[src/rtl/wb_pkg.sv]
// Shared encodings and the sub-word load extraction used by the writeback stage.
package wb_pkg;

  typedef enum logic [1:0] {
    WB_SEL_ALU  = 2'b00,
    WB_SEL_MEM  = 2'b01,
    WB_SEL_LINK = 2'b10
  } wb_sel_e;

  typedef enum logic [1:0] {
    SZ_BYTE  = 2'b00,
    SZ_HALF  = 2'b01,
    SZ_WORD  = 2'b10,
    SZ_DWORD = 2'b11
  } mem_size_e;

  // Works on a 64-bit container; a 32-bit datapath passes wide=0 and truncates the result.
  function automatic logic [63:0] wb_load_ext(
    input logic [63:0] data,
    input logic [1:0]  size,
    input logic [2:0]  offset,
    input logic        sgn,
    input logic        wide
  );
    logic [1:0]  eff;
    logic [2:0]  lane;
    logic [63:0] sh;
    logic [63:0] res;
    eff = size;
    if (!wide && size == SZ_DWORD) eff = SZ_WORD;
    case (eff)
      SZ_BYTE: lane = offset;
      SZ_HALF: lane = {offset[2:1], 1'b0};
      SZ_WORD: lane = {offset[2], 2'b00};
      default: lane = 3'd0;
    endcase
    sh = data >> {lane, 3'b000};
    case (eff)
      SZ_BYTE: res = {{56{sgn & sh[7]}}, sh[7:0]};
      SZ_HALF: res = {{48{sgn & sh[15]}}, sh[15:0]};
      SZ_WORD: res = {{32{sgn & sh[31]}}, sh[31:0]};
      default: res = data;
    endcase
    return res;
  endfunction

endpackage

[src/rtl/wb_aux_fifo.sv]
// Small queue for multi-cycle unit results, with per-entry address match for decode hazard queries.
module wb_aux_fifo #(
  parameter int ADDR_SIZE  = 5,
  parameter int DATA_WIDTH = 32,
  parameter int DEPTH      = 4
) (
  input  logic                     clk,
  input  logic                     rst_n,
  input  logic                     i_push,
  input  logic [ADDR_SIZE-1:0]     i_push_addr,
  input  logic [DATA_WIDTH-1:0]    i_push_data,
  input  logic                     i_pop,
  output logic [ADDR_SIZE-1:0]     o_head_addr,
  output logic [DATA_WIDTH-1:0]    o_head_data,
  output logic [$clog2(DEPTH):0]   o_count,
  input  logic [ADDR_SIZE-1:0]     i_query_a,
  input  logic [ADDR_SIZE-1:0]     i_query_b,
  output logic                     o_match_a,
  output logic                     o_match_b
);

  localparam int PW = $clog2(DEPTH);
  localparam int CW = PW + 1;

  logic [ADDR_SIZE-1:0]  r_addr [DEPTH];
  logic [DATA_WIDTH-1:0] r_data [DEPTH];
  logic [DEPTH-1:0]      r_vld;
  logic [PW-1:0]         r_wr;
  logic [PW-1:0]         r_rd;
  logic [CW-1:0]         r_count;

  always_ff @(posedge clk) begin
    if (!rst_n) begin
      r_vld   <= '0;
      r_wr    <= '0;
      r_rd    <= '0;
      r_count <= '0;
    end else begin
      if (i_pop) begin
        r_vld[r_rd] <= 1'b0;
        r_rd        <= r_rd + PW'(1);
      end
      // Push is only offered below full, so the write slot never aliases the popped slot.
      if (i_push) begin
        r_vld[r_wr]  <= 1'b1;
        r_addr[r_wr] <= i_push_addr;
        r_data[r_wr] <= i_push_data;
        r_wr         <= r_wr + PW'(1);
      end
      case ({i_push, i_pop})
        2'b10:   r_count <= r_count + CW'(1);
        2'b01:   r_count <= r_count - CW'(1);
        default: r_count <= r_count;
      endcase
    end
  end

  always_comb begin
    o_match_a = 1'b0;
    o_match_b = 1'b0;
    for (int i = 0; i < DEPTH; i++) begin
      if (r_vld[i] && r_addr[i] == i_query_a) o_match_a = 1'b1;
      if (r_vld[i] && r_addr[i] == i_query_b) o_match_b = 1'b1;
    end
  end

  assign o_head_addr = r_addr[r_rd];
  assign o_head_data = r_data[r_rd];
  assign o_count     = r_count;

endmodule

[src/rtl/writeback_unit.sv]
// Writeback stage: result select, load alignment/extension, and arbitration of the
// pipeline against queued aux results onto one registered register-file write port.
module writeback_unit
  import wb_pkg::*;
#(
  parameter int ADDR_SIZE    = 5,
  parameter int DATA_WIDTH   = 32,
  parameter int AUX_DEPTH    = 4,
  parameter int STARVE_LIMIT = 8
) (
  input  logic                              clk,
  input  logic                              rst_n,
  input  logic                              valid_wb,
  output logic                              wb_ready,
  input  logic                              reg_d_we_wb,
  input  logic [ADDR_SIZE-1:0]              reg_d_addr_wb,
  input  logic [1:0]                        data_sel_wb,
  input  logic [1:0]                        mem_size_wb,
  input  logic                              mem_signed_wb,
  input  logic [$clog2(DATA_WIDTH/8)-1:0]   mem_offset_wb,
  input  logic [DATA_WIDTH-1:0]             alu_data_wb,
  input  logic [DATA_WIDTH-1:0]             mem_data_wb,
  input  logic [DATA_WIDTH-1:0]             link_data_wb,
  input  logic                              aux_valid,
  output logic                              aux_ready,
  input  logic [ADDR_SIZE-1:0]              aux_addr,
  input  logic [DATA_WIDTH-1:0]             aux_data,
  input  logic [ADDR_SIZE-1:0]              query_addr_a,
  input  logic [ADDR_SIZE-1:0]              query_addr_b,
  output logic                              pending_a,
  output logic                              pending_b,
  output logic                              reg_d_we,
  output logic [ADDR_SIZE-1:0]              reg_d_addr,
  output logic [DATA_WIDTH-1:0]             reg_d_data
);

  localparam int CW = $clog2(AUX_DEPTH) + 1;
  localparam int SW = $clog2(STARVE_LIMIT + 1);

  logic [CW-1:0]         w_count;
  logic [ADDR_SIZE-1:0]  w_head_addr;
  logic [DATA_WIDTH-1:0] w_head_data;
  logic                  w_match_a;
  logic                  w_match_b;
  logic                  w_fifo_ne;
  logic                  w_starve;
  logic                  w_pipe_eff;
  logic                  w_pop;
  logic                  w_push;
  logic [DATA_WIDTH-1:0] w_mem_ext;
  logic [DATA_WIDTH-1:0] w_pipe_data;

  logic [SW-1:0]         r_starve_cnt;
  logic                  r_we;
  logic [ADDR_SIZE-1:0]  r_addr;
  logic [DATA_WIDTH-1:0] r_data;

  wb_aux_fifo #(
    .ADDR_SIZE  (ADDR_SIZE),
    .DATA_WIDTH (DATA_WIDTH),
    .DEPTH      (AUX_DEPTH)
  ) u_aux_fifo (
    .clk         (clk),
    .rst_n       (rst_n),
    .i_push      (w_push),
    .i_push_addr (aux_addr),
    .i_push_data (aux_data),
    .i_pop       (w_pop),
    .o_head_addr (w_head_addr),
    .o_head_data (w_head_data),
    .o_count     (w_count),
    .i_query_a   (query_addr_a),
    .i_query_b   (query_addr_b),
    .o_match_a   (w_match_a),
    .o_match_b   (w_match_b)
  );

  assign w_fifo_ne = (w_count != '0);
  assign w_starve  = (r_starve_cnt >= SW'(STARVE_LIMIT));

  assign wb_ready  = ~rst_n | ~(w_starve & w_fifo_ne);
  assign aux_ready = rst_n & (w_count < CW'(AUX_DEPTH));

  assign w_pipe_eff = valid_wb & wb_ready & reg_d_we_wb & (reg_d_addr_wb != '0);
  // Head wins when starving; otherwise it fills any cycle the pipeline leaves idle.
  assign w_pop      = rst_n & w_fifo_ne & (w_starve | ~w_pipe_eff);
  // Writes to r0 are acknowledged but never occupy a slot.
  assign w_push     = aux_valid & aux_ready & (aux_addr != '0);

  assign w_mem_ext = DATA_WIDTH'(wb_load_ext(64'(mem_data_wb), mem_size_wb,
                                             3'(mem_offset_wb), mem_signed_wb,
                                             DATA_WIDTH == 64));

  always_comb begin
    w_pipe_data = alu_data_wb;
    case (data_sel_wb)
      WB_SEL_MEM:  w_pipe_data = w_mem_ext;
      WB_SEL_LINK: w_pipe_data = link_data_wb;
      default:     w_pipe_data = alu_data_wb;
    endcase
  end

  always_ff @(posedge clk) begin
    if (!rst_n) begin
      r_we   <= 1'b0;
      r_addr <= '0;
      r_data <= '0;
    end else if (w_pop) begin
      r_we   <= 1'b1;
      r_addr <= w_head_addr;
      r_data <= w_head_data;
    end else if (w_pipe_eff) begin
      r_we   <= 1'b1;
      r_addr <= reg_d_addr_wb;
      r_data <= w_pipe_data;
    end else begin
      r_we   <= 1'b0;
    end
  end

  always_ff @(posedge clk) begin
    if (!rst_n) begin
      r_starve_cnt <= '0;
    end else if (w_pop || !w_fifo_ne) begin
      r_starve_cnt <= '0;
    end else if (!w_starve) begin
      r_starve_cnt <= r_starve_cnt + SW'(1);
    end
  end

  assign pending_a  = (query_addr_a != '0) & w_match_a;
  assign pending_b  = (query_addr_b != '0) & w_match_b;

  assign reg_d_we   = r_we;
  assign reg_d_addr = r_addr;
  assign reg_d_data = r_data;

endmodule

[config.mk]
export PLATFORM = sky130hd
export DESIGN_NAME = writeback_unit
export DESIGN_NICKNAME = d
export VERILOG_FILES = /design/src/rtl/wb_pkg.sv /design/src/rtl/wb_aux_fifo.sv /design/src/rtl/writeback_unit.sv
export SDC_FILE = /design/constraint.sdc
export NUM_CORES = 1
export LEC_CHECK = 0
export ABC_CLOCK_PERIOD_IN_PS = 4700
export CAP_MARGIN = 20
export CORE_MARGIN = 2
export CORE_UTILIZATION = 35
export DETAILED_ROUTE_END_ITERATION = 10
export PLACE_DENSITY_LB_ADDON = 0.1
export SYNTH_ARGS = -nofsm -noshare
export SYNTH_HDL_FRONTEND = slang
export SYNTH_SLANG_ARGS = --single-unit
[constraint.sdc]
create_clock -name clk -period 4.7 [get_ports clk]
set_clock_uncertainty 0.05 [all_clocks]
set_input_delay 1.175 -clock clk [delete_from_list [all_inputs] [get_ports clk]]
set_output_delay 1.175 -clock clk [all_outputs]
set_load 0.02 [all_outputs]
# Yosys cells after proc, flatten, opt, wreduce, memory -nomap -nowiden
# Memories as Yosys holds them, arrays and structs flattened. A register that Yosys moved wholly into a read port is not among the register bits.
# Index checks and enable logic that the tools add are counted.
[classes]
n_addsub = 5
magnitude_cmp = 6
eq_ne = 15
n_shift = 1
mux = 33
bitwise = 21
reduce_logical = 21
[ops]
columns = ["operator", "count"]
rows = [
  ["$pmux W32 S3", 1],
  ["$mux W32", 2],
  ["$pmux W32 S2", 1],
  ["$eq A5 B5 Y1", 8],
  ["$shr A32 B6 Y32", 1],
  ["$reduce_bool A5 Y1", 4],
  ["$mux W1", 15],
  ["$and A1 B1 Y1", 13],
  ["$mux W4", 3],
  ["$logic_and A1 B1 Y1", 10],
  ["$mux W2", 5],
  ["$mux W5", 2],
  ["$eq A2 B2 Y1 const B", 4],
  ["$eq A2 B1 Y1 const B", 3],
  ["$lt A2 B3 Y1 const B", 2],
  ["$pmux W3 S2", 1],
  ["$add A2 B1 Y2 const B", 2],
  ["$add A4 B1 Y4 const B", 1],
  ["$and A4 B4 Y4", 1],
  ["$demux W1 S2", 2],
  ["$ge A2 B1 Y1 const B", 2],
  ["$ge A4 B4 Y1 const B", 1],
  ["$not A4 Y4", 1],
  ["$or A4 B4 Y4", 1],
  ["12 further kinds", 16],
]
[totals]
reg_bits = 53
mem_bits_rw = 148
elab_cells = 112
n_memories = 2
[mem_list]
columns = ["name", "words", "word_bits", "rd", "rd_ports_with_merged_regs", "wr", "line", "text"]
rows = [
  ["u_aux_fifo.r_data", 4, 32, 1, 1, 1, "wb_aux_fifo.sv:26", "logic [DATA_WIDTH-1:0] r_data [DEPTH];"],
  ["u_aux_fifo.r_addr", 4, 5, 5, 1, 1, "wb_aux_fifo.sv:25", "logic [ADDR_SIZE-1:0] r_addr [DEPTH];"],
]

# Depth between registers and ports, before layout
[logic_depth]
word_depth = 14
mapped_depth = 12

# Hierarchy
# A second synthesis with hierarchy kept.
[unflattened]
cells_unflattened = 741
hier_area_um2 = 9666.8
[by_module_without_submodules]
columns = ["mod", "n_inst", "cells_each", "area_each_um2"]
rows = [
  ["wb_aux_fifo", 1, 316, 6492.5],
  ["writeback_unit", 1, 425, 3174.3],
]

# Worst setup path after synthesis
# Ideal clock, no wire load.
[synth_path]
kind = "input-to-reg"
from = "input port reg_d_addr_wb[1]"
to = "register u_aux_fifo.r_count[2] (netlist: u_aux_fifo.o_count[2])"
arrival_time_ps = 3582
slack_ps = 997
cell_stages = 11
n_path_buf = 1
path_cell_list = "or4_4 > o2111ai_4 > nand2_4 > clkinv_4 > buf_4 > ha_1 > inv_1 > fa_1 > xor2_1 > or3_1 > a21oi_1"
[synth_via]
elab_chain_cells = 7
word_cells_on_any_way = 9
classes_between = "2 x eq/ne; 1 x mux; 4 x bitwise; 2 x reduce/logical"
[synth_lines]
columns = ["item", "line", "text"]
rows = [
  ["from (decl)", "writeback_unit.sv:16", "input logic [ADDR_SIZE-1:0] reg_d_addr_wb,"],
  ["$reduce_bool A5 Y1 *", "writeback_unit.sv:84", "assign w_pipe_eff = valid_wb & wb_ready & reg_d_we_wb & (reg_d_addr_wb != '0);"],
  ["$and A1 B1 Y1 *", "writeback_unit.sv:84", ""],
  ["$not A1 Y1 *", "writeback_unit.sv:86", "assign w_pop = rst_n & w_fifo_ne & (w_starve | ~w_pipe_eff);"],
  ["$or A1 B1 Y1 *", "writeback_unit.sv:86", ""],
  ["$and A1 B1 Y1 *", "writeback_unit.sv:86", ""],
  ["$eq A2 B1 Y1 / $eq A2 B2 Y1 (equally long branches)", "wb_aux_fifo.sv:50", "case ({i_push, i_pop})"],
  ["$pmux W3 S2 / $reduce_bool A2 Y1 (equally long branches)", "--", ""],
  ["to (signal assigned)", "wb_aux_fifo.sv:51", "2'b10: r_count <= r_count + CW'(1);"],
  ["to (signal assigned)", "wb_aux_fifo.sv:52", "2'b01: r_count <= r_count - CW'(1);"],
  ["to (signal assigned)", "wb_aux_fifo.sv:53", "default: r_count <= r_count;"],
  ["to (decl)", "wb_aux_fifo.sv:30", "logic [CW-1:0] r_count;"],
]
# Every way passes the cells marked *; elsewhere a longest branch is shown, timed or not.
# A chain may end at the register's enable or synchronous reset.

# Worst setup path after layout
[layout_path]
from = "input port query_addr_b[0]"
to = "output port pending_b"
[layout_via]
elab_chain_cells = 7
word_cells_on_any_way = 14
classes_between = "4 x eq/ne; 4 x mux; 1 x bitwise; 5 x reduce/logical"
[layout_lines]
columns = ["item", "line", "text"]
rows = [
  ["from (decl)", "writeback_unit.sv:29", "input logic [ADDR_SIZE-1:0] query_addr_b,"],
  ["$eq A5 B5 Y1", "wb_aux_fifo.sv:63", "if (r_vld[i] && r_addr[i] == i_query_b) o_match_b = 1'b1;"],
  ["$logic_and A1 B1 Y1", "wb_aux_fifo.sv:63", ""],
  ["$mux W1 (4 in series)", "wb_aux_fifo.sv:63", ""],
  ["$and A1 B1 Y1 *", "writeback_unit.sv:132", "assign pending_b = (query_addr_b != '0) & w_match_b;"],
  ["to (decl)", "writeback_unit.sv:31", "output logic pending_b,"],
]
# Marked as above.

==> impl_results.md <==
- Max VDD drop: approximately 0.00021 V
- Row cnt: approximately 60
- Max-slew headroom: ~34%
- Synth unique cells: 61
- Synth Warn #: 0
- Synth top area cells: edfxtp_1 (45%), dfxtp_1 (11%), mux4_2 (8.4%)
- Fin nets: between 1k and 1.5k
- CP Data Required Time: around 3500 ps
- Synth Area per Inst: approximately 13 um2
- Maximum clock rate: roughly 230 MHz
- Setup Buffers After CTS: 0
- Die width: ~170 um
- Sum Neg Setup Slack: 0 ps
- Synthesized Nets: ~940
- Hold worst-path end: reg_d_data[0]$_SDFFE_PN0P_
- Fin crit share: between 90% and 100%
- PostCTS Resize Cnt: 0
- Later-pin clock latency in the skew report: approximately 500 ps
- WL final: 31000 um
- Total CTS buffers: 23
- Routed WL per cell: around 23 um
- Clock Path Buffers: 3
- Remaining Overflow, GRT: 0
- Synth-to-Final Area Change: 32.3%
- Worst Slack Setup Final: between 200 and 300 ps
- Detailed Place HPWL: roughly 22000 um
- Post-route cell area: about 13000 um2
- Number of clock sinks: between 200 and 250
- Clk slew on worst S/H paths: about 60 ps
- Initial core utilization: approximately 36%
- Maxcap violations: 0
- Hold WS: roughly 410 ps
- Reg-to-Reg Start: u_aux_fifo.o_count[2]$_SDFFE_PN0P_
- Place WS: between 200 and 300 ps
- Hold Crit Class: reg2reg
- Vias in the first global route: between 7k and 8k
- Antenna violations before repair: 2
- Crit-path slowest cell: clkdlybuf4s50_1
- Worst R2R Setup Slack: 2190 ps
- Synthesized cell area: roughly 9900 um2
- Post-synthesis sequential area ratio: between 50% and 60%
- Outcome: completed
- Global placement routability congestion: roughly 0.84
- Die ar.: ~30000 um2
- First-pass GRT wire length: between 40000 and 50000 um
- HP Start: reg_d_data[0]$_SDFFE_PN0P_
- Commonest non-fill, non-tap cells in the layout: clkdlybuf4s50_1 (201), edfxtp_1 (148), dfxtp_1 (53), nand2_1 (44), a21oi_1 (42)
- Overall routing resource usage: about 21%
- Area of the multi-input gates: about 3900 um2
- CP delay by family, top: buffers and inverters
- Crit-path most repeated cell: clkdlybuf4s50_1
- Core Area: 27800 um2
- Final cell count without fillers: 1351
- Post-synthesis cell type with the largest combined area: edfxtp_1
- Clock Root Buffer: clkbuf_16
- Placed instance count: roughly 1.3k
- Slew @ Worst Pin: around 990 ps
- IO buf count: approximately 200
- Post-synth top flop: edfxtp_1
- 1st-pass router iterations: 5
- Synth top area share: 45.0%
- Post-synth ARST share: 0%
- Largest net degree at the start of global routing: 38
- Leakage: 4.33 nW
- Vias per cell: roughly 5.4
- CP endpoint kind: primary output
- Max-slew violations: 0
- Setup Crit Path Kind: in2out
- Routed vias: between 7k and 8k
- Io pins: about 200
- Hold Crit Depth: 2
- Buf/Inv on CP: 2
- Final setup violating endpoints: 0
- Die height: ~170 um
- Critical path peak fanout: 5
- Crit-path cells: clkdlybuf4s50_1, xor2_1, nor4_1, nand3_1, nand4_1, o21a_1, clkdlybuf4s50_1
- Pwr per Cell Area: 392 nW/um2
- Time the worst path needs with I/O delays and setup: roughly 4400 ps
- FF/Latch Area: 5550 um2
- Placement Cell Area: 12300 um2
- Share of post-route cells with drive strength above 1: 13.3%
- Number of flops mapped to enable cells by yosys: 148
- RR Endpoint: u_aux_fifo.o_count[2]$_SDFFE_PN0P_
- Worst Reg-to-Reg Cells: 10
- Post-CTS Hold Fix Bufs: 0
- ANT nets after route: 0
- Final Hold Vio Count: 0
- CTS tree: built
- Critical path data arrival time: 3200 ps
- Fill cells: 2568
- Crit path launch type: input pin
- H-tree depth: 1
- Cells after synthesis: about 770
- DRC: 0
- Crit-path max cell delay: approximately 600 ps
- RSZ-0062 raised after global routing: false
- Yosys reg bits: around 200
- Most common cell after layout, fill and taps aside: clkdlybuf4s50_1
- Drt first-iter violations: approximately 600
==> where the power goes <==
part           switching, W  leakage (nW)  internal [W]
combinational      0.000638          2.17      0.000577
sequential         0.000113          1.80       0.00206
clock              0.000696         0.359       0.00104
total               0.00145          4.33       0.00368
==> per-layer routing <==
metal  track usage [%]  up-vias  wire [um]  part of all wire, %
met5                 0        -         13                0.042
met4              5.48        2        583                  1.9
met3              4.10       40       2160                  7.0
met2              34.2      278      14700                   47
met1              27.7     3631      13600                   44
li1                  -     3365          -                    -
==> cells in the mapped netlist (6+ instances only) <==
library cell / instances
edfxtp_1: 148
dfxtp_1: 55
nand2_1: 44
a21oi_1: 42
clkbuf_1: 42
mux4_2: 37
xor2_1: 34
a22oi_1: 27
a211oi_1: 25
inv_1: 25
a22o_1: 23
nand3_1: 22
o21ai_0: 22
o21a_1: 20
buf_2: 16
nor2_1: 16
o211ai_1: 14
ha_1: 13
xnor2_1: 11
o211ai_2: 10
o21ai_1: 10
nand3b_1: 9
nor4_1: 8
a31oi_1: 7
and2_1: 7
nand2b_1: 7
nor3_1: 6
o2111ai_1: 6
o221ai_1: 6
==> stage by stage <==
stage | total power [W] | utilization, %
finish | 0.00513 | 47.0
global route | 0.00535 | 47.0
CTS | 0.00516 | 46.9
detailed placement | 0.00343 | 44.3
global placement | 0.00343 | 44.3
floorplan | 0.00288 | -
==> cell type report <==
cell class | instances | share of cell area (%)
clock inverter | 10 | 0.776
antenna | 1 | 0.0192
tap | 378 | 3.62
multi-input combinational | 475 | 30.1
timing repair buffer | 228 | 17.4
clock buffer | 30 | 4.76
inverter | 26 | 0.786
sequential | 203 | 42.5
==> sequential cells by signal, indices dropped and copies added (netlist names), named ones only <==
name and cells:
u_aux_fifo.r_vld 4, u_aux_fifo.r_rd 2, reg_d_addr 5, reg_d_data 32, r_starve_cnt 4, u_aux_fifo.r_addr 20, u_aux_fifo.o_count 3, u_aux_fifo.r_wr 2
reg_d_we 1, u_aux_fifo.r_data 128
==> logic make-up (layout without fill, tap and decap cells) <==
kind of cell | Yosys count | count (layout) | share of synthesized area [%]
flip-flops | 203 | 203 | 56.2
AO/OA/AOI/OAI | 235 | 235 | 17.6
other | 0 | 1 | 0
buffers and inverters | 91 | 294 | 4.02
AND/OR/NAND/NOR | 142 | 142 | 7.65
multiplexers | 39 | 39 | 8.65
adder cells (fa/ha/maj) | 14 | 14 | 1.85
XOR/XNOR | 45 | 45 | 3.99
==> how the worst max path moves through the flow <==
stage	from	end	slack [ps]	cells past startpoint
after floorplan	reg_d_addr_wb[1]	u_aux_fifo.o_count[2]$_SDFFE_PN0P_	1000	11
after global placement	query_addr_a[0]	pending_a	310	7
after detailed placement	query_addr_b[3]	pending_b	260	7
after CTS	query_addr_b[3]	pending_b	250	7
after global routing	query_addr_b[3]	pending_b	190	7
final	query_addr_b[0]	pending_b	280	7
==> tightest hold or removal path, stage by stage (launching register included) <==
cell     delay (ps)
dfxtp_1         320
nand2_1          40
o21ai_0          70
Power figures use the tool's default switching activity.
==> RTL change: new RTL, same settings <==
The parameter `STARVE_LIMIT` goes from 8 to 4.
--- a/src/rtl/writeback_unit.sv
+++ b/src/rtl/writeback_unit.sv
@@ -6,7 +6,7 @@
   parameter int ADDR_SIZE    = 5,
   parameter int DATA_WIDTH   = 32,
   parameter int AUX_DEPTH    = 4,
-  parameter int STARVE_LIMIT = 8
+  parameter int STARVE_LIMIT = 4
 ) (
   input  logic                              clk,
   input  logic                              rst_n,
Check against the original RTL: no difference found for any inputs over 4 cycles, from zero or initial values and one cycle with rst_n low; that may be too few to reach the edited logic, so the function may still have changed.
==> RTL change against the unedited design <==
Sequential cell count decreased by 1; routed wire length is 5.0% lower; setup slack improved by 0.74 ps; area after synthesis decreased by 2.1%; worst hold slack gained 2.0 ps; design area down 2.3%; power rose by 2.7%; critical endpoint unchanged; largest cell class unchanged.
==> RTL change: results (changes against the unedited design) <==
[status]
status = finished clean  ; unchanged

[power_and_ir_drop]
switchingPower_mw = 1.47  ; was 1.45 mW
irDropWorstVdd_v = 0.000227  ; was 0.000212 V
p_leak_nw = 4.53  ; was 4.33 nW

[layout]
nets = 1104  ; was 1,131
buf_share = 0.170  ; was 0.174
drive_gt1_frac = 0.127  ; was 0.133
ff_latch_area_um2 = 5530  ; was 5550 um2
clkCellAreaFrac = 0.0643  ; was 0.0554
nClkBuffers = 28  ; was 30

[global_routing]
grt_usage = 0.200  ; was 0.206
grt_util_met3 = 0.0353  ; was 0.0410
grt_pass1_vias = 7016  ; was 7,441
grt_max_degree = 58  ; was 38
met1_usage = 0.283  ; was 0.277

[detailed_routing]
viasPerCell = 5.36  ; was 5.42
wl_per_cell_um = 22.8  ; was 23.0 um
top_layer = met4  ; was met5
dr.pass1.iters = 6  ; was 5
wl_met3_mm = 2.01  ; was 2.16 mm
m1WireLength_mm = 13.2  ; was 13.6 mm
drt-initial-drc-count = 539  ; was 590

[yosys]
synthAdderAreaFrac = 0.0189  ; was 0.0185
synth_xor_area_frac = 0.0399  ; about the same
synth_compound_area_frac = 0.150  ; was 0.176
synth_area_leaders = edfxtp_1 (46%), dfxtp_1 (11%), mux4_2 (7.7%)  ; was edfxtp_1 (45%), dfxtp_1 (11%), mux4_2 (8.4%)
ys_top_cells_by_count = edfxtp_1 (148), nand2_1 (62), dfxtp_1 (54), inv_1 (46), xor2_1 (34)  ; was edfxtp_1 (148), dfxtp_1 (55), nand2_1 (44), a21oi_1 (42), clkbuf_1 (42)
muxShareOfSynthArea = 0.0986  ; was 0.0865
syn_nets = 909  ; was 943
synth_cell_types = 66  ; was 61

[min_path]
min_delay_worst_endpoint = r_starve_cnt[0]  ; was reg_d_data[0]
worstHoldStart = r_starve_cnt[0]  ; was reg_d_data[0]

[place]
dpl.hpwl_mm = 20.9  ; was 22.1 mm

[worst_setup_path]
worstReg2RegEnd = reg_d_data[23]  ; was u_aux_fifo.o_count[2]
reg2regPathDepth = 4  ; was 10

[cts]
clock_sinks = 202  ; was 203
cts_made_buffers = 24  ; was 23

[sta]
slew_headroom = 0.300  ; was 0.341

==> RTL change: changes by cell type in the layout (fill, tap and decap cells not counted), sizes merged, moves of 8 or more <==
| cell | delta |
|---|---|
| mux2 | +8 |
| a22oi | -17 |
| o21ai | -16 |
| a21o | +17 |
| a221oi | +17 |
| nor2 | +10 |
| a211oi | -18 |
| nand2 | +16 |
| inv | +25 |
| nand3b | -9 |
| nand3 | -13 |
| a21oi | -17 |
==> RTL change: power groups by stage <==
stage               Combinational [mW]  Clock [mW]  Sequential, mW
global placement                  1.19           0            2.23
floorplan                        0.627           0            2.25
detailed placement                1.19           0            2.23
CTS                               1.19        1.94            2.19
finish                            1.18        1.90            2.19
global route                      1.27        2.02            2.21
==> RTL change: how the worst max path moves through the flow <==
stage	start	end	slack (ps)	depth (start not counted)
5_1_grt	query_addr_b[3]	pending_b	150	7
2_1_floorplan	rst_n	u_aux_fifo.r_addr[0][0]	1090	6
4_1_cts	query_addr_b[2]	pending_b	260	7
6_report	query_addr_b[2]	pending_b	280	7
3_5_place_dp	query_addr_b[2]	pending_b	270	7
3_3_place_gp	query_addr_b[2]	pending_b	270	7
==> RTL change: per-stage QoR <==
step / std cells / cell area, um2 / utilization / hold slack, ps / power [mW]
detailed placement: 1245 / 11900 / 0.442 / 404 / 3.42
floorplan: 735 / 9660 / - / 378 / 2.88
global route: 1289 / 12800 / 0.472 / 445 / 5.50
CTS: 1289 / 12800 / 0.472 / 414 / 5.32
global placement: 1245 / 11900 / 0.442 / 405 / 3.41
finish: 1290 / 12800 / 0.472 / 415 / 5.26
==> RTL change: kinds of logic after synthesis <==
logic type / count (synthesis)
AO/OA/AOI/OAI: 190
adder cells (fa/ha/maj): 14
AND/OR/NAND/NOR: 139
buffers and inverters: 100
XOR/XNOR: 44
multiplexers: 46
flip-flops: 202
